--- config.mk ---
export PLATFORM = sky130hd
export DESIGN_NAME = hyperbus_tx_ddr_feeder
export DESIGN_NICKNAME = d
export VERILOG_FILES = /design/src/rtl/hyperbus_tx_pkg.sv /design/src/rtl/hyperbus_tx_fifo.sv /design/src/rtl/hyperbus_tx_ddr_feeder.sv
export SDC_FILE = /design/constraint.sdc
export NUM_CORES = 1
export LEC_CHECK = 0
export BUFFER_PORTS_ARGS = -buffer_cell sky130_fd_sc_hd__clkbuf_2
export CORE_ASPECT_RATIO = 1.5
export CORE_UTILIZATION = 28
export CTS_BUF_LIST = sky130_fd_sc_hd__clkbuf_8
export DETAILED_ROUTE_END_ITERATION = 10
export MAX_ROUTING_LAYER = met4
export SKIP_CTS_REPAIR_TIMING = 1
export SLEW_MARGIN = 20
export SYNTH_ARGS = -nofsm -noshare
export SYNTH_HDL_FRONTEND = slang
export SYNTH_SLANG_ARGS = --single-unit
--- constraint.sdc ---
create_clock -name clk_i -period 5.2 [get_ports clk_i]
set_input_delay 0.52 -clock clk_i [delete_from_list [all_inputs] [get_ports clk_i]]
set_output_delay 0.52 -clock clk_i [all_outputs]
set_load 0.02 [all_outputs]
--- src/rtl/hyperbus_tx_pkg.sv ---
// hyperbus_tx_pkg: shared state encoding, word type and CA byte helpers
// for the HyperBus transmit DDR feeder.
package hyperbus_tx_pkg;

   typedef enum logic [2:0] {
      IDLE,
      CA,
      LAT,
      DATA,
      END
   } tx_state_e;

   localparam int unsigned CA_CYCLES = 3;

   typedef struct packed {
      logic [15:0] data;
      logic [1:0]  strb;
   } tx_word_t;

   // Rising-edge CA byte for CA cycle k (k=0 is the first, carrying ca[47:40]).
   function automatic logic [7:0] ca_rise_byte(input logic [47:0] ca, input int unsigned k);
      return ca[47 - 16*k -: 8];
   endfunction

   // Falling-edge CA byte for CA cycle k.
   function automatic logic [7:0] ca_fall_byte(input logic [47:0] ca, input int unsigned k);
      return ca[39 - 16*k -: 8];
   endfunction

endpackage

--- src/rtl/hyperbus_tx_fifo.sv ---
// hyperbus_tx_fifo: small write-data buffer between the host stream and the
// DDR feeder. Head entry is visible combinationally; push and pop may
// happen in the same cycle, including while full.
module hyperbus_tx_fifo
   import hyperbus_tx_pkg::*;
#(
   parameter int unsigned DEPTH = 2
) (
   input  logic     clk_i,
   input  logic     rst_ni,
   input  logic     push_i,
   input  tx_word_t wdata_i,
   input  logic     pop_i,
   output tx_word_t rdata_o,
   output logic     full_o,
   output logic     empty_o
);

   localparam int unsigned AW    = $clog2(DEPTH);
   localparam int unsigned PTR_W = AW + 1;

   tx_word_t           mem_q [DEPTH];
   logic [PTR_W-1:0]   wr_ptr_q;
   logic [PTR_W-1:0]   rd_ptr_q;

   // Extra pointer bit distinguishes full from empty when the indices match.
   assign empty_o = (wr_ptr_q == rd_ptr_q);
   assign full_o  = (wr_ptr_q[AW] != rd_ptr_q[AW]) &&
                    (wr_ptr_q[AW-1:0] == rd_ptr_q[AW-1:0]);
   assign rdata_o = mem_q[rd_ptr_q[AW-1:0]];

   // Pointer update; reset flushes the buffer.
   always_ff @(posedge clk_i or negedge rst_ni) begin
      if (!rst_ni) begin
         wr_ptr_q <= '0;
         rd_ptr_q <= '0;
      end else begin
         if (push_i) wr_ptr_q <= wr_ptr_q + PTR_W'(1);
         if (pop_i)  rd_ptr_q <= rd_ptr_q + PTR_W'(1);
      end
   end

   // Storage write; a full-buffer push lands in the slot being popped this cycle.
   always_ff @(posedge clk_i) begin
      if (push_i) mem_q[wr_ptr_q[AW-1:0]] <= wdata_i;
   end

endmodule

--- src/rtl/hyperbus_tx_ddr_feeder.sv ---
// hyperbus_tx_ddr_feeder: sequences CA, write latency and write data into
// per-cycle rise/fall byte pairs for the HyperBus PHY DDR output muxes.
// Optional macro HYPERBUS_TX_MASK_EN: drive RWDS from the byte strobes
// (1 = masked byte); when undefined RWDS values stay 0 and strobes are ignored.
module hyperbus_tx_ddr_feeder
   import hyperbus_tx_pkg::*;
#(
   parameter int unsigned LEN_W  = 16,
   parameter int unsigned LAT_W  = 5,
   parameter int unsigned FIFO_D = 2
) (
   input  logic             clk_i,
   input  logic             rst_ni,
   input  logic             start_i,
   input  logic [47:0]      ca_i,
   input  logic [LAT_W-1:0] lat_cycles_i,
   input  logic [LEN_W-1:0] len_i,
   input  logic [15:0]      tx_data_i,
   input  logic [1:0]       tx_strb_i,
   input  logic             tx_valid_i,
   output logic             tx_ready_o,
   output logic [7:0]       dq_rise_o,
   output logic [7:0]       dq_fall_o,
   output logic             dq_oe_o,
   output logic             rwds_rise_o,
   output logic             rwds_fall_o,
   output logic             rwds_oe_o,
   output logic             ck_en_o,
   output logic             busy_o,
   output logic             done_o
);

   tx_state_e        state_q;
   logic [47:0]      ca_q;
   logic [LAT_W-1:0] lat_q;
   logic [LAT_W-1:0] lat_cnt_q;
   logic [LEN_W-1:0] len_q;
   logic [LEN_W-1:0] word_cnt_q;
   logic [1:0]       ca_cnt_q;
   logic             ready_en_q;

   logic             ca_last;
   logic             want_data;
   logic             fifo_push;
   logic             fifo_pop;
   logic             fifo_full;
   logic             fifo_empty;
   tx_word_t         fifo_wdata;
   tx_word_t         fifo_head;
   logic             rwds_rise_d;
   logic             rwds_fall_d;

   assign ca_last    = (ca_cnt_q == 2'(CA_CYCLES - 1));
   assign fifo_pop   = want_data & ~fifo_empty;
   assign tx_ready_o = ready_en_q & (~fifo_full | fifo_pop);
   assign fifo_push  = tx_valid_i & tx_ready_o;
   assign fifo_wdata = '{data: tx_data_i, strb: tx_strb_i};

`ifdef HYPERBUS_TX_MASK_EN
   assign rwds_rise_d = ~fifo_head.strb[1];
   assign rwds_fall_d = ~fifo_head.strb[0];
`else
   logic unused_strb;
   assign unused_strb = ^fifo_head.strb;
   assign rwds_rise_d = 1'b0;
   assign rwds_fall_d = 1'b0;
`endif

   hyperbus_tx_fifo #(
      .DEPTH (FIFO_D)
   ) u_fifo (
      .clk_i   (clk_i),
      .rst_ni  (rst_ni),
      .push_i  (fifo_push),
      .wdata_i (fifo_wdata),
      .pop_i   (fifo_pop),
      .rdata_o (fifo_head),
      .full_o  (fifo_full),
      .empty_o (fifo_empty)
   );

   // The registered outputs show the phase held in state_q, so the cycle that
   // sets up the next DATA cycle is the one that pops the buffer.
   always_comb begin
      want_data = 1'b0;
      case (state_q)
         CA:      want_data = ca_last && !ca_q[47] && (len_q != '0) && (lat_q == '0);
         LAT:     want_data = (lat_cnt_q <= LAT_W'(1));
         DATA:    want_data = (word_cnt_q != len_q);
         default: want_data = 1'b0;
      endcase
   end

   // Ready is held low until the first clock after reset release.
   always_ff @(posedge clk_i or negedge rst_ni) begin
      if (!rst_ni) ready_en_q <= 1'b0;
      else         ready_en_q <= 1'b1;
   end

   // Transaction sequencer with registered PHY-side outputs.
   always_ff @(posedge clk_i or negedge rst_ni) begin
      if (!rst_ni) begin
         state_q     <= IDLE;
         ca_q        <= '0;
         lat_q       <= '0;
         len_q       <= '0;
         lat_cnt_q   <= '0;
         word_cnt_q  <= '0;
         ca_cnt_q    <= '0;
         dq_rise_o   <= '0;
         dq_fall_o   <= '0;
         dq_oe_o     <= 1'b0;
         rwds_rise_o <= 1'b0;
         rwds_fall_o <= 1'b0;
         rwds_oe_o   <= 1'b0;
         ck_en_o     <= 1'b0;
         busy_o      <= 1'b0;
         done_o      <= 1'b0;
      end else begin
         done_o <= 1'b0;
         if (want_data) begin
            // Empty buffer pauses CK and holds the last data values.
            state_q   <= DATA;
            dq_oe_o   <= 1'b1;
            rwds_oe_o <= 1'b1;
            ck_en_o   <= fifo_pop;
            if (fifo_pop) begin
               dq_rise_o   <= fifo_head.data[15:8];
               dq_fall_o   <= fifo_head.data[7:0];
               rwds_rise_o <= rwds_rise_d;
               rwds_fall_o <= rwds_fall_d;
               word_cnt_q  <= word_cnt_q + LEN_W'(1);
            end
         end else begin
            case (state_q)
               IDLE: begin
                  if (start_i) begin
                     state_q    <= CA;
                     ca_q       <= ca_i;
                     lat_q      <= lat_cycles_i;
                     len_q      <= len_i;
                     ca_cnt_q   <= '0;
                     word_cnt_q <= '0;
                     dq_rise_o  <= ca_i[47:40];
                     dq_fall_o  <= ca_i[39:32];
                     dq_oe_o    <= 1'b1;
                     ck_en_o    <= 1'b1;
                     busy_o     <= 1'b1;
                  end
               end
               CA: begin
                  if (!ca_last) begin
                     ca_cnt_q  <= ca_cnt_q + 2'd1;
                     dq_rise_o <= ca_rise_byte(ca_q, 32'(ca_cnt_q) + 32'd1);
                     dq_fall_o <= ca_fall_byte(ca_q, 32'(ca_cnt_q) + 32'd1);
                  end else if (ca_q[47] || (len_q == '0)) begin
                     state_q   <= END;
                     dq_oe_o   <= 1'b0;
                     rwds_oe_o <= 1'b0;
                     ck_en_o   <= 1'b0;
                     done_o    <= 1'b1;
                  end else begin
                     state_q   <= LAT;
                     lat_cnt_q <= lat_q;
                     dq_oe_o   <= 1'b0;
                     ck_en_o   <= 1'b1;
                  end
               end
               LAT: begin
                  lat_cnt_q <= lat_cnt_q - LAT_W'(1);
               end
               DATA: begin
                  state_q   <= END;
                  dq_oe_o   <= 1'b0;
                  rwds_oe_o <= 1'b0;
                  ck_en_o   <= 1'b0;
                  done_o    <= 1'b1;
               end
               END: begin
                  state_q <= IDLE;
                  busy_o  <= 1'b0;
               end
               default: begin
                  state_q <= IDLE;
               end
            endcase
         end
      end
   end

endmodule

# Word level (Yosys, flattened, before mapping)

Memories as Yosys holds them, arrays and structs flattened.
Cells that the tools add are included.

ROM bits: 0
Output and inout bits: 24
Bits in latches: 0
Input bits: 91
Word-level logic and storage cells: 127
Memories kept: 1
Memory bits (writable): 36
Register bits: 121

Multiply operators: 0
Divide/modulo/power cells: 0
Magnitude comparators: 1
Muxes and demuxes: 45
Reduce and logical (&&, ||, !) cells: 27
Add/sub/neg operators: 8
Eq/ne operators: 19
Shift operators: 2
Bitwise operators: 7

Memory list:

| name         | depth | bits a word | read ports | clocked after Yosys merged registers in | write ports | RTL line               | source |
|---|---|---|---|---|---|---|---|
| u_fifo.mem_q | 2     | 18          | 1          | 0                                       | 1           | hyperbus_tx_fifo.sv:22 | `tx_word_t mem_q [DEPTH];` |

Operators by type and width:

| operator                                                              | count |
|---|---|
| 55-bit by 33-bit indexed part select with 8-bit output                | 2 |
| 16-bit 2-to-1 mux                                                     | 4 |
| 8-bit 2-to-1 mux                                                      | 8 |
| 8-bit case mux with 2 select lines                                    | 2 |
| 6-bit by 32-bit subtractor with 32-bit output, first input constant   | 1 |
| 3-bit AND reduction                                                   | 6 |
| 16-bit by 1-bit adder with 16-bit output, second input constant       | 1 |
| 16-bit logical NOT                                                    | 1 |
| 16-bit inequality test                                                | 1 |
| 16-bit nonzero test                                                   | 1 |
| 1-bit 2-to-1 mux                                                      | 14 |
| 3-bit 2-to-1 mux                                                      | 4 |
| 3-bit inequality test, second input constant                          | 4 |
| 3-bit case mux with 4 select lines                                    | 1 |
| 4-bit AND reduction                                                   | 3 |
| 5-bit 2-to-1 mux                                                      | 2 |
| 2-bit inequality test, second input constant                          | 5 |
| 5-bit case mux with 2 select lines                                    | 1 |
| 2-bit nonzero test                                                    | 5 |
| 1-bit case mux with 3 select lines                                    | 3 |
| 6-bit by 7-bit subtractor with 8-bit output, first input constant     | 1 |
| 2-bit by 1-bit adder with 2-bit output, second input constant         | 3 |
| 3-bit by 2-bit equality test with 1-bit output, second input constant | 2 |
| 1-bit case mux with 2 select lines                                    | 3 |
| other kinds (22)                                                      | 31 |

# Depth between registers and ports, before layout

Gate-level depths: netlist (run 1).

Word-level depth: 11
Depth in mapped cells: 13
Depth with buffers taken out: 8

# By module

From an unflattened synthesis (run 1), not the netlist that was laid out.

Cells, all modules: 731
Area total of the unflattened synthesis: 7,658.6 µm²

By module, submodules not included:

| module                 | area each (µm²) | cells each | sequential area each (µm²) | instances |
|---|---|---|---|---|
| hyperbus_tx_ddr_feeder | 6,103.4         | 660        | 2,927.8                    | 1 |
| hyperbus_tx_fifo       | 1,555.2         | 71         | 1,181.1                    | 1 |

# Worst setup path before layout (run 1)

No wires, ideal clock.

Kind: reg2reg
From: register ca_cnt_q[0]
To: memory u_fifo.mem_q[0][10] in the netlist's numbering (enable)
Cell stages (with the launch flop): 12
Path slack: 1.695 ns
Setup time: 0.388 ns
Path buffers: 4
Required time: 4.812 ns
Clock period less this slack: 3.505 ns
Arrival: 3.116 ns
Cell sequence: dfrtp_1 > clkbuf_1 > clkbuf_1 > inv_1 > ha_1 > nand3b_1 > nor3_2 > a211o_1 > buf_6 > buf_2 > o211ai_1 > nor2_1

Cells in the longest elaborated chain, start to end: 11

RTL lines:

| element                                | RTL line                      | source |
|---|---|---|
| start, declared                        | hyperbus_tx_ddr_feeder.sv:39  | `logic [1:0] ca_cnt_q;` |
| start signal, assigned                 | hyperbus_tx_ddr_feeder.sv:153 | `ca_cnt_q <= ca_cnt_q + 2'd1;` |
| 2-bit equality test                    | hyperbus_tx_ddr_feeder.sv:53  | `assign ca_last = (ca_cnt_q == 2'(CA_CYCLES - 1));` |
| 1-bit logical AND (3 in a row)         | hyperbus_tx_ddr_feeder.sv:87  | `CA: want_data = ca_last && !ca_q[47] && (len_q != '0) && (lat_q == '0);` |
| 1-bit case mux with 3 select lines     | hyperbus_tx_ddr_feeder.sv:86  | `case (state_q)` |
| 1-bit AND                              | hyperbus_tx_ddr_feeder.sv:54  | `assign fifo_pop = want_data & ~fifo_empty;` |
| 1-bit OR                               | hyperbus_tx_ddr_feeder.sv:55  | `assign tx_ready_o = ready_en_q & (~fifo_full \| fifo_pop);` |
| 1-bit AND                              | hyperbus_tx_ddr_feeder.sv:55  |  |
| 1-bit AND                              | hyperbus_tx_ddr_feeder.sv:56  | `assign fifo_push = tx_valid_i & tx_ready_o;` |
| 1-bit 2-to-1 mux                       | hyperbus_tx_fifo.sv:45        | `if (push_i) mem_q[wr_ptr_q[AW-1:0]] <= wdata_i;` |
| 1-bit 2-to-1 mux (not written as such) | hyperbus_tx_fifo.sv:45        |  |
| end, declared                          | hyperbus_tx_fifo.sv:22        |  |

No other way between the ends.

# Worst setup path after layout (run 1)

From: register state_q[1]
To: output port tx_ready_o

Cells in the longest elaborated chain, start to end: 5
Elaborated cells on any way between the ends: 7
Classes of those cells: 3 x eq/ne; 1 x mux; 3 x bitwise

RTL lines:

| element                                                                                                                 | RTL line                      | source |
|---|---|---|
| start, declared                                                                                                         | hyperbus_tx_ddr_feeder.sv:33  | `tx_state_e state_q;` |
| start signal, assigned                                                                                                  | hyperbus_tx_ddr_feeder.sv:103 | `state_q <= IDLE;` |
| start signal, assigned                                                                                                  | hyperbus_tx_ddr_feeder.sv:123 | `state_q <= DATA;` |
| start signal, assigned                                                                                                  | hyperbus_tx_ddr_feeder.sv:138 | `state_q <= CA;` |
| 3-bit by 2-bit equality test with 1-bit output / 3-bit by 1-bit equality test with 1-bit output (equally long branches) | hyperbus_tx_ddr_feeder.sv:86  |  |
| 1-bit case mux with 3 select lines *                                                                                    | hyperbus_tx_ddr_feeder.sv:86  |  |
| 1-bit AND *                                                                                                             | hyperbus_tx_ddr_feeder.sv:54  |  |
| 1-bit OR *                                                                                                              | hyperbus_tx_ddr_feeder.sv:55  |  |
| 1-bit AND *                                                                                                             | hyperbus_tx_ddr_feeder.sv:55  |  |
| end, declared                                                                                                           | hyperbus_tx_ddr_feeder.sv:21  | `output logic tx_ready_o,` |

Every way passes the cells marked *; elsewhere a longest branch is shown, timed or not.

==> results.md, run 1 <==
* Worst slew pin tran at 0.874 ns
* Num CTS Buffers at 17
* Clock sinks at 153
* Clock tree buffer depth at 2
* Max stage delay on crit path at 0.54 ns
* Synth warn at 0
* Post-Layout Cell Count at 1,167
* Post-Synth Adder-Cell Area at 1.35%
* Sequential fraction of the synthesis area at 53.9%
* Gate power share at 46.0%
* Die Y at 201 microns
* Final GP Congestion at 0.809
* Crit Path Class: reg2out
* VDD IR-drop max at 250 uV
* Top_reg_cell synth: dfrtp_1
* Arrival @ worst endpoint at 3.37 ns
* IO Port Bufs at 110
* Synth Area in Compound Gates at 8.88%
* Status: finished clean
* Flop2flop setup slack at 1.75 ns
* Initial antenna violation count at 0
* Clk pwr share at 17.5%
* # rows at 72
* Startpoint class of the critical path: flip-flop
* Placeable Area at 0.0259 sq mm
* Synthesis-to-finish area growth at 17.8%
* Ys async rst share at 79.1%
* Fraction of synthesized area in multiplexers at 10.4%
* RSZ-0062 raised after global routing: false
* Setup violations, final at 0
* Vias per cell at 4.76
* Worst-Skew Late Latency at 0.45 ns
* Drt wl/cell at 16.7 microns
* Slew headroom at 41.6%
* Post-Synth XOR/XNOR Area at 2.60%
* Fill cell count at 2,635
* All-layer global routing usage at 15.7%
* Peak Freq at 257 MHz
* EDFF count, synth at 32
* Ant. Diodes at 0
* 1st-pass router iterations at 7
* Largest net degree at the start of global routing at 76
* Final Slew Violations at 0
* CTS tree: done
* Grt ovf at 0
* Worst-path maximum fanout at 22
* Hold Violations, Final at 0
* Layout cells sized above 1 at 22.5%
* Simple-Gate Fraction of Synth Area at 19.5%
* Cell Pwr Density at 626 mW/mm^2
* Sw Pwr at 2.28 mW
* Slowest CP cell: dfrtp_1
* Period utilization at 74.8%
* Sequential Power Share at 36.5%
* DRT antenna net count at 0
* Placed cells at 1,133
* Clock transition at path regs at 0.09 ns
* Synthesized cell area at 0.00740 sq mm
* Die ar. at 0.0271 sq mm
* Most frequent cells in the layout: 238 x nand2_1, 121 x dfrtp_1, 109 x clkbuf_2
* Total negative setup slack at 0 ns
* Worst clock skew at 0.0199 ns
* Synth unique cells at 58
* Post-layout minimum cycle time at 3.89 ns
* CP cell instances: or3b_4 > a2111oi_4 > a211o_1 > buf_4 > o21a_1 > clkbuf_2
* Main combinational cell family by area after synthesis: simple AND/OR/NAND/NOR gates
* Initial DRC Count at 274
* Max cap viols at 0
* Int Pwr at 3.18 mW
* P_leak at 4.11 nW
* Nets at 920
* Detailed Route WL at 19.5 mm
* Total power at 5.46 mW
* Die X at 135 microns
* I/O pin total at 115
* First-pass GRT wire length at 31.3 mm
* Vias in the first global route at 5,705
* Syn Inst Count at 721
* Detail Placement HPWL at 13.9 mm
* Commonest non-fill, non-tap cell in the layout: nand2_1
* Worst path required time at 4.68 ns
* Syn Area/Cell at 10.3 sq um
* Initial Util at 28.6%
* Residual DRC at 0
* Worst Hold Class: in2reg
* CTS root buf: clkbuf_8
* Net Sw Frac at 41.8%
* H-tree depth at 4
* Vias at 5,559
* Register bit total from synthesis at 153
* CP endpoint kind: output port
## critical path: cells and delay by family (launching register included)
kind / cells / cell delay, ns
AO/OA/AOI/OAI: 3 / 1.26
buffers and inverters: 2 / 0.62
flip-flops: 1 / 0.54
AND/OR/NAND/NOR: 1 / 0.51
## stage by stage
stage / hold WS (ns) / worst slack [ns] / cell area [sq um] / util, %
floorplan: 0.224 / 1.70 / 7400 / -
global placement: 0.457 / 1.76 / 8260 / 31.9
detailed placement: 0.463 / 1.75 / 8260 / 31.9
CTS: 0.230 / 1.26 / 8680 / 33.6
global route: 0.221 / 1.11 / 8710 / 33.7
finish: 0.254 / 1.31 / 8710 / 33.7
## Yosys cell counts, types with 10 or more instances
cell	number	share of area (%)
a21oi_1	17	1.1
a22oi_1	16	1.6
clkbuf_1	27	1.4
dfrtp_1	121	41
edfxtp_1	32	13
inv_1	11	0.56
mux2_4	10	2.0
mux2i_1	52	7.0
nand2_1	239	12
nor2_1	15	0.76
o21ai_0	27	1.8
xor2_1	17	2.0
## routing by layer
metal	GRT usage, %	routed length [microns]	vias to the layer above
met4	8.07	828	0
met2	26.9	10400	134
met5	-	0	-
met3	2.40	686	34
li1	-	-	2682
met1	17.6	7580	2709
## cells by family after synthesis
logic type,after synthesis
buffers and inverters,52
adder cells (fa/ha/maj),8
AO/OA/AOI/OAI,92
XOR/XNOR,22
AND/OR/NAND/NOR,321
flip-flops,153
other,2
multiplexers,71
## worst paths after layout
kind | start | end | cells past startpoint
max in group asynchronous | rst_ni | len_q[1]$_DFFE_PN0P_ | 3
hold reg to reg | ca_q[22]$_DFFE_PN0P_ | ca_q[22]$_DFFE_PN0P_ | 2
min in group asynchronous | rst_ni | ca_q[40]$_DFFE_PN0P_ | 2
hold / removal | ca_i[9] | ca_q[9]$_DFFE_PN0P_ | 3
setup reg to reg | state_q[1]$_DFFE_PN0P_ | u_fifo.mem_q[0][7]$_DFFE_PP_ | 7
setup / recovery | state_q[1]$_DFFE_PN0P_ | tx_ready_o | 6
## cell type report
cell class	count	area [sq um]	area share, %
repair buffers	121	658	7.55
flip-flops and latches	153	3990	45.8
well taps	333	417	4.78
inverters	11	41.3	0.474
multi-input cells	517	3190	36.6
clock inverters	13	156	1.79
clock buffers	19	262	3.00
## power groups by stage
stage          combinational, mW  sequential [mW]  clock [mW]
2_1_floorplan               1.84             2.02           0
3_3_place_gp                2.49             2.01           0
3_5_place_dp                2.53             2.02           0
4_1_cts                     2.54             2.00       0.976
5_1_grt                     2.79             2.06        1.02
6_report                    2.51             1.99       0.955
## sequential cells by signal (all words and copies together) (netlist names), 3 cells and up
name          count
ca_q             48
u_fifo.mem_q     32
len_q            16
word_cnt_q       16
dq_fall_o         8
dq_rise_o         8
lat_cnt_q         5
lat_q             5
state_q           3
Power figures use the tool's default switching activity.
==> inputs of run 2 (changes only) <==
==> constraint.sdc (replaced) <==
create_clock -name clk_i -period 3.7 [get_ports clk_i]
set_input_delay 0.37 -clock clk_i [delete_from_list [all_inputs] [get_ports clk_i]]
set_output_delay 0.37 -clock clk_i [all_outputs]
set_load 0.02 [all_outputs]
==> results.md, run 2 (synthesis results as in run 1) <==
* Layout cells sized above 1 at 23.3% (+0.73 points)
* Worst clock skew at 0.0192 ns (-0.000700 ns)
* VDD IR-drop max at 393 uV (+57%)
* Worst setup startpoint: state_q[1]$_DFFE_PN0P_
* DRT antenna net count at 0 (unchanged)
* Number of flip-flops under the largest register name at 48 (unchanged)
* I/O pin total at 115 (unchanged)
* Die X at 135 microns (unchanged)
* 1st-pass router iterations at 4 (-3)
* Clock tree buffer depth at 2 (unchanged)
* Clock sinks at 153 (unchanged)
* Total negative setup slack at 0 ns (unchanged)
* CP Depth at 6 (unchanged)
* Crit Path Class: reg2out
* CP cell instances: or3b_4 > a2111oi_4 > a211o_1 > buf_4 > o21a_1 > clkbuf_2
* Largest net degree at the start of global routing at 73 (-3.9%)
* Largest Register: ca_q
* IO Port Bufs at 110 (unchanged)
* CP endpoint kind: output port
* Drt wl/cell at 16.6 microns (-0.71%)
* Post-place setup slack at 0.680 ns (-1.07 ns)
* Residual DRC at 0 (unchanged)
* Vias in the first global route at 5,704 (-0.018%)
* Hold slack at 0.0830 ns (-0.171 ns)
* Slew headroom at 35.3% (-6.3 points)
* Vias at 5,457 (-1.8%)
* CP Buf/Inv Count at 2 (unchanged)
* Clock transition at path regs at 0.10 ns (about the same)
* All-layer global routing usage at 15.6% (-0.14 points)
* Setup violations, final at 0 (unchanged)
* Slowest CP cell: dfrtp_1
* P_leak at 4.12 nW (+0.24%)
* CTS tree: done
* Worst R2R Start: state_q[1]$_DFFE_PN0P_
* Status: finished clean
* Period utilization at 94.9%
* RSZ-0062 raised after global routing: false
* Die ar. at 0.0271 sq mm (unchanged)
* Worst-path maximum fanout at 12 (-45%)
* Hold Violations, Final at 0 (unchanged)
* Worst R2R Path Depth at 6 (-1)
* Finished layout cell area at 0.00872 sq mm (+0.11%)
* Max stage delay on crit path at 0.54 ns (about the same)
* Placed inst area at 0.00831 sq mm (+0.58%)
* Startpoint class of the critical path: flip-flop
* Num CTS Buffers at 17 (unchanged)
* Final Slew Violations at 0 (unchanged)
* Final worst setup slack at 0.188 ns (-1.12 ns)
* CTS root buf: clkbuf_8
* Synthesis-to-finish area growth at 17.9%
* Vias per cell at 4.66 (-2.3%)
* Detail Placement HPWL at 14.1 mm (+1.7%)
* Peak Freq at 285 MHz
* Initial antenna violation count at 1 (+1)
* Worst Hold Class: in2async
* Flop2flop setup slack at 0.75 ns (-1.00 ns)
* Most frequent cells in the layout: 238 x nand2_1, 121 x dfrtp_1, 109 x clkbuf_2
* Cell Pwr Density at 883 mW/mm^2 (+41%)
* Worst path required time at 3.33 ns (-1.35 ns)
* Detailed Route WL at 19.4 mm (-0.29%)
* Post-layout minimum cycle time at 3.51 ns
* Placeable Area at 0.0259 sq mm (unchanged)
* H-tree depth at 4 (unchanged)
* Initial Util at 28.6% (unchanged)
* Die Y at 201 microns (unchanged)
* Arrival @ worst endpoint at 3.14 ns (-0.23 ns)
* First-pass GRT wire length at 31.1 mm (-0.68%)
* Commonest non-fill, non-tap cell in the layout: nand2_1
* RR Endpoint: u_fifo.mem_q[1][9]$_DFFE_PP_
* Crit path max-delay family: compound AO/OA/AOI/OAI gates
* Worst slew pin tran at 0.970 ns (+0.0962 ns)
* Grt ovf at 0 (unchanged)
* Nets at 924 (+0.43%)
* Max cap viols at 0 (unchanged)
* Initial DRC Count at 270 (-1.5%)
* Final GP Congestion at 0.821 (+1.5%)
* # rows at 72 (unchanged)
* Worst-Skew Late Latency at 0.45 ns (about the same)
* Worst setup endpoint: tx_ready_o
## run 2: routing by layer
| metal | GRT usage (%) | vias to the layer above | share of wire [%] |
|---|---|---|---|
| met5 | - | - | 0 |
| met1 | 17.0 | 2633 | 39 |
| met3 | 1.67 | 17 | 2.8 |
| met2 | 27.9 | 120 | 55 |
| met4 | 7.46 | 0 | 3.0 |
| li1 | - | 2687 | - |
## run 2: final cells by class
class | count | area (sq um)
fill | 2614 | 17100
antenna | 1 | 2.50
timing repair buffer | 125 | 678
inverter | 11 | 41.3
clock inverter | 14 | 168
multi-input combinational | 517 | 3180
clock buffer | 18 | 248
sequential | 153 | 3990
tap | 333 | 417
## run 2: power by group
group	internal, mW	total [mW]	switching (mW)	leakage (nW)
logic	1.44	3.53	2.09	2.09
clock network	0.647	1.35	0.703	0.216
registers	2.35	2.82	0.469	1.81
total	4.44	7.71	3.27	4.12
## run 2: how the worst min path moves through the flow
stage | start | endpoint | slack [ns] | cells past startpoint
2_1_floorplan | rst_ni | busy_o$_DFFE_PN0P_ | 0.07 | 0
3_3_place_gp | ca_q[46]$_DFFE_PN0P_ | ca_q[46]$_DFFE_PN0P_ | 0.46 | 2
3_5_place_dp | ca_q[23]$_DFFE_PN0P_ | ca_q[23]$_DFFE_PN0P_ | 0.46 | 2
4_1_cts | ca_i[27] | ca_q[27]$_DFFE_PN0P_ | 0.06 | 3
5_1_grt | tx_data_i[4] | u_fifo.mem_q[1][6]$_DFFE_PP_ | 0.07 | 1
6_report | rst_ni | state_q[2]$_DFFE_PN0P_ | 0.08 | 1
## run 2: metrics by stage
stage          total power [mW]  instances  util, %
3_5_place_dp               6.44       1139     32.1
3_3_place_gp               6.37       1139     32.1
2_1_floorplan              5.42        722        -
5_1_grt                    8.26       1172     33.7
6_report                   7.71       1172     33.7
4_1_cts                    7.81       1171     33.7
==> inputs of run 3 (changes only) <==
--- a/config.mk
+++ b/config.mk
@@ -7,10 +7,11 @@
 export LEC_CHECK = 0
 export BUFFER_PORTS_ARGS = -buffer_cell sky130_fd_sc_hd__clkbuf_2
 export CORE_ASPECT_RATIO = 1.5
-export CORE_UTILIZATION = 28
+export CORE_UTILIZATION = 53
 export CTS_BUF_LIST = sky130_fd_sc_hd__clkbuf_8
 export DETAILED_ROUTE_END_ITERATION = 10
 export MAX_ROUTING_LAYER = met4
+export PLACE_DENSITY = 0.75
 export SKIP_CTS_REPAIR_TIMING = 1
 export SLEW_MARGIN = 20
 export SYNTH_ARGS = -nofsm -noshare
==> results.md, run 3 (synthesis results as in run 1) <==
* Status: finished, violations left
* Violated checks: DRC, hold timing
* 1st-pass router iterations at 10 (+6)
* Drt wl/cell at 17.2 microns (+3.9%)
* Nets at 922 (-0.22%)
* Layout cells sized above 1 at 23.1% (-0.18 points)
* Max stage delay on crit path at 0.53 ns (about the same)
* I/O pin total at 115 (unchanged)
* Residual DRC at 2 (+2)
* Worst slew pin tran at 0.765 ns (-0.205 ns)
* Die Y at 147 microns (-27%)
* CP cell instances: or3b_4 > a2111oi_4 > a211o_1 > buf_4 > o21a_1 > clkbuf_2
* CP endpoint kind: output port
* Placeable Area at 0.0135 sq mm (-48%)
* Hold Violations, Final at 28 (+28)
* Clock sinks at 153 (unchanged)
* Detail Placement HPWL at 12.2 mm (-14%)
* Initial Util at 54.7% (+26 points)
* Gate power share at 46.3% (+0.5 points)
* Num CTS Buffers at 17 (unchanged)
* DRT antenna net count at 0 (unchanged)
* Most frequent cells in the layout: 238 x nand2_1, 121 x dfrtp_1, 109 x clkbuf_2
* Slowest CP cell: dfrtp_1
* CTS tree: done
* Cell Pwr Density at 890 mW/mm^2 (+0.80%)
* CTS root buf: clkbuf_8
* CP Buf/Inv Count at 2 (unchanged)
* Die X at 98.5 microns (-27%)
* Synthesis-to-finish area growth at 14.7%
* IO Port Bufs at 110 (unchanged)
* Worst Hold Class: in2async
* VDD IR-drop max at 472 uV (+20%)
* Worst-Skew Late Latency at 0.46 ns (about the same)
* H-tree depth at 4 (unchanged)
* Peak Freq at 312 MHz (+9.7%)
* Total negative setup slack at 0 ns (unchanged)
* Sequential Power Share at 37.0% (+0.4 points)
* Detailed Route WL at 17.2 mm (-12%)
* Final Slew Violations at 0 (unchanged)
* Largest net degree at the start of global routing at 65 (-11%)
* Worst R2R Path Depth at 8 (+2)
* Fill cell count at 1,116 (-57%)
* Initial antenna violation count at 0 (-1)
* Arrival @ worst endpoint at 2.83 ns (-0.31 ns)
* Ant. Diodes at 0 (-1)
* CP Depth at 6 (unchanged)
* Vias in the first global route at 5,993 (+5.1%)
* RSZ-0062 raised after global routing: false
* # rows at 52 (-28%)
* Startpoint class of the critical path: flip-flop
* Sw Pwr at 3.26 mW (-0.33%)
* Slew headroom at 49.0% (+14 points)
* Clock transition at path regs at 0.10 ns (about the same)
* Net Sw Frac at 43.1% (+0.69 points)
* Number of flip-flops under the largest register name at 48 (unchanged)
* Initial DRC Count at 329 (+22%)
* Clock tree buffer depth at 2 (unchanged)
* Crit Path Class: reg2out
* Crit path max-delay family: compound AO/OA/AOI/OAI gates
* Clk pwr share at 16.7% (-0.8 points)
* Hold slack at -0.0420 ns (-0.125 ns)
* First-pass GRT wire length at 28.4 mm (-8.5%)
* Int Pwr at 4.30 mW (-3.1%)
* Worst clock skew at 0.0134 ns (-0.00578 ns)
* Die ar. at 0.0144 sq mm (-47%)
* All-layer global routing usage at 26.2% (+11 points)
* Period utilization at 86.5% (-8.4 points)
* Largest Register: ca_q
* P_leak at 4.10 nW (-0.50%)
* Worst path required time at 3.33 ns (about the same)
* Vias at 5,772 (+5.8%)
* Grt ovf at 0 (unchanged)
* Setup violations, final at 0 (unchanged)
* Final GP Congestion at 0.890 (+8.4%)
* Commonest non-fill, non-tap cell in the layout: nand2_1
* Worst-path maximum fanout at 12 (unchanged)
* Vias per cell at 5.78 (+24%)
* Post-layout minimum cycle time at 3.20 ns (-0.310 ns)
* Max cap viols at 0 (unchanged)
==> run 3: cell count changes in the layout (fill, tap and decap cells not counted), sizes merged <==
cell and change:
buf -2, bufinv -2, clkbuf -1, clkinv +6
diode -1, inv -3
==> run 3: power by group through the flow <==
stage | logic [mW] | clock network, mW | registers, mW
6_report | 3.50 | 1.26 | 2.80
5_1_grt | 3.86 | 1.35 | 2.87
4_1_cts | 3.52 | 1.28 | 2.79
3_5_place_dp | 3.50 | 0 | 2.82
3_3_place_gp | 3.38 | 0 | 2.79
2_1_floorplan | 2.59 | 0 | 2.84
==> run 3: per-layer routing <==
metal  global-route usage [%]  vias up  wire, microns
met5                        -        -              0
met4                     14.0        0            816
met3                     4.80       53            831
met2                     44.4      202           8950
met1                     29.4     2836           6600
li1                         -     2681              -
==> run 3: path summary, 6_finish.rpt <==
path	slack [ns]	startpoint	end
worst min-delay path	-0.04	rst_ni	len_q[5]$_DFFE_PN0P_
worst max-delay path	0.50	state_q[1]$_DFFE_PN0P_	tx_ready_o
worst min register to register	0.49	ca_q[13]$_DFFE_PN0P_	ca_q[13]$_DFFE_PN0P_
max in group asynchronous	2.88	rst_ni	word_cnt_q[10]$_DFFE_PN0P_
min in group clk_i	0.09	len_i[8]	len_q[8]$_DFFE_PN0P_
worst max register to register	0.71	len_q[12]$_DFFE_PN0P_	dq_fall_o[1]$_DFFE_PN0P_
==> run 3: metrics by stage <==
stage | power [mW] | worst slack (ns) | utilization (%) | cell area (sq um) | cells
floorplan | 5.42 | 0.195 | - | 7400 | 722
global placement | 6.17 | 0.847 | 59.7 | 8080 | 966
detailed placement | 6.32 | 0.760 | 59.7 | 8080 | 966
CTS | 7.59 | 0.467 | 62.7 | 8490 | 998
global route | 8.08 | 0.361 | 62.7 | 8490 | 998
finish | 7.56 | 0.498 | 62.7 | 8490 | 998
==> run 3: layout make-up <==
class	count	area [sq um]	area share [%]
clock buffer	17	234	2.76
clock inverter	15	176	2.08
inverter	11	41.3	0.487
multi-input combinational	517	3180	37.5
sequential	153	3990	47.0
tap	162	203	2.39
timing repair buffer	123	663	7.81
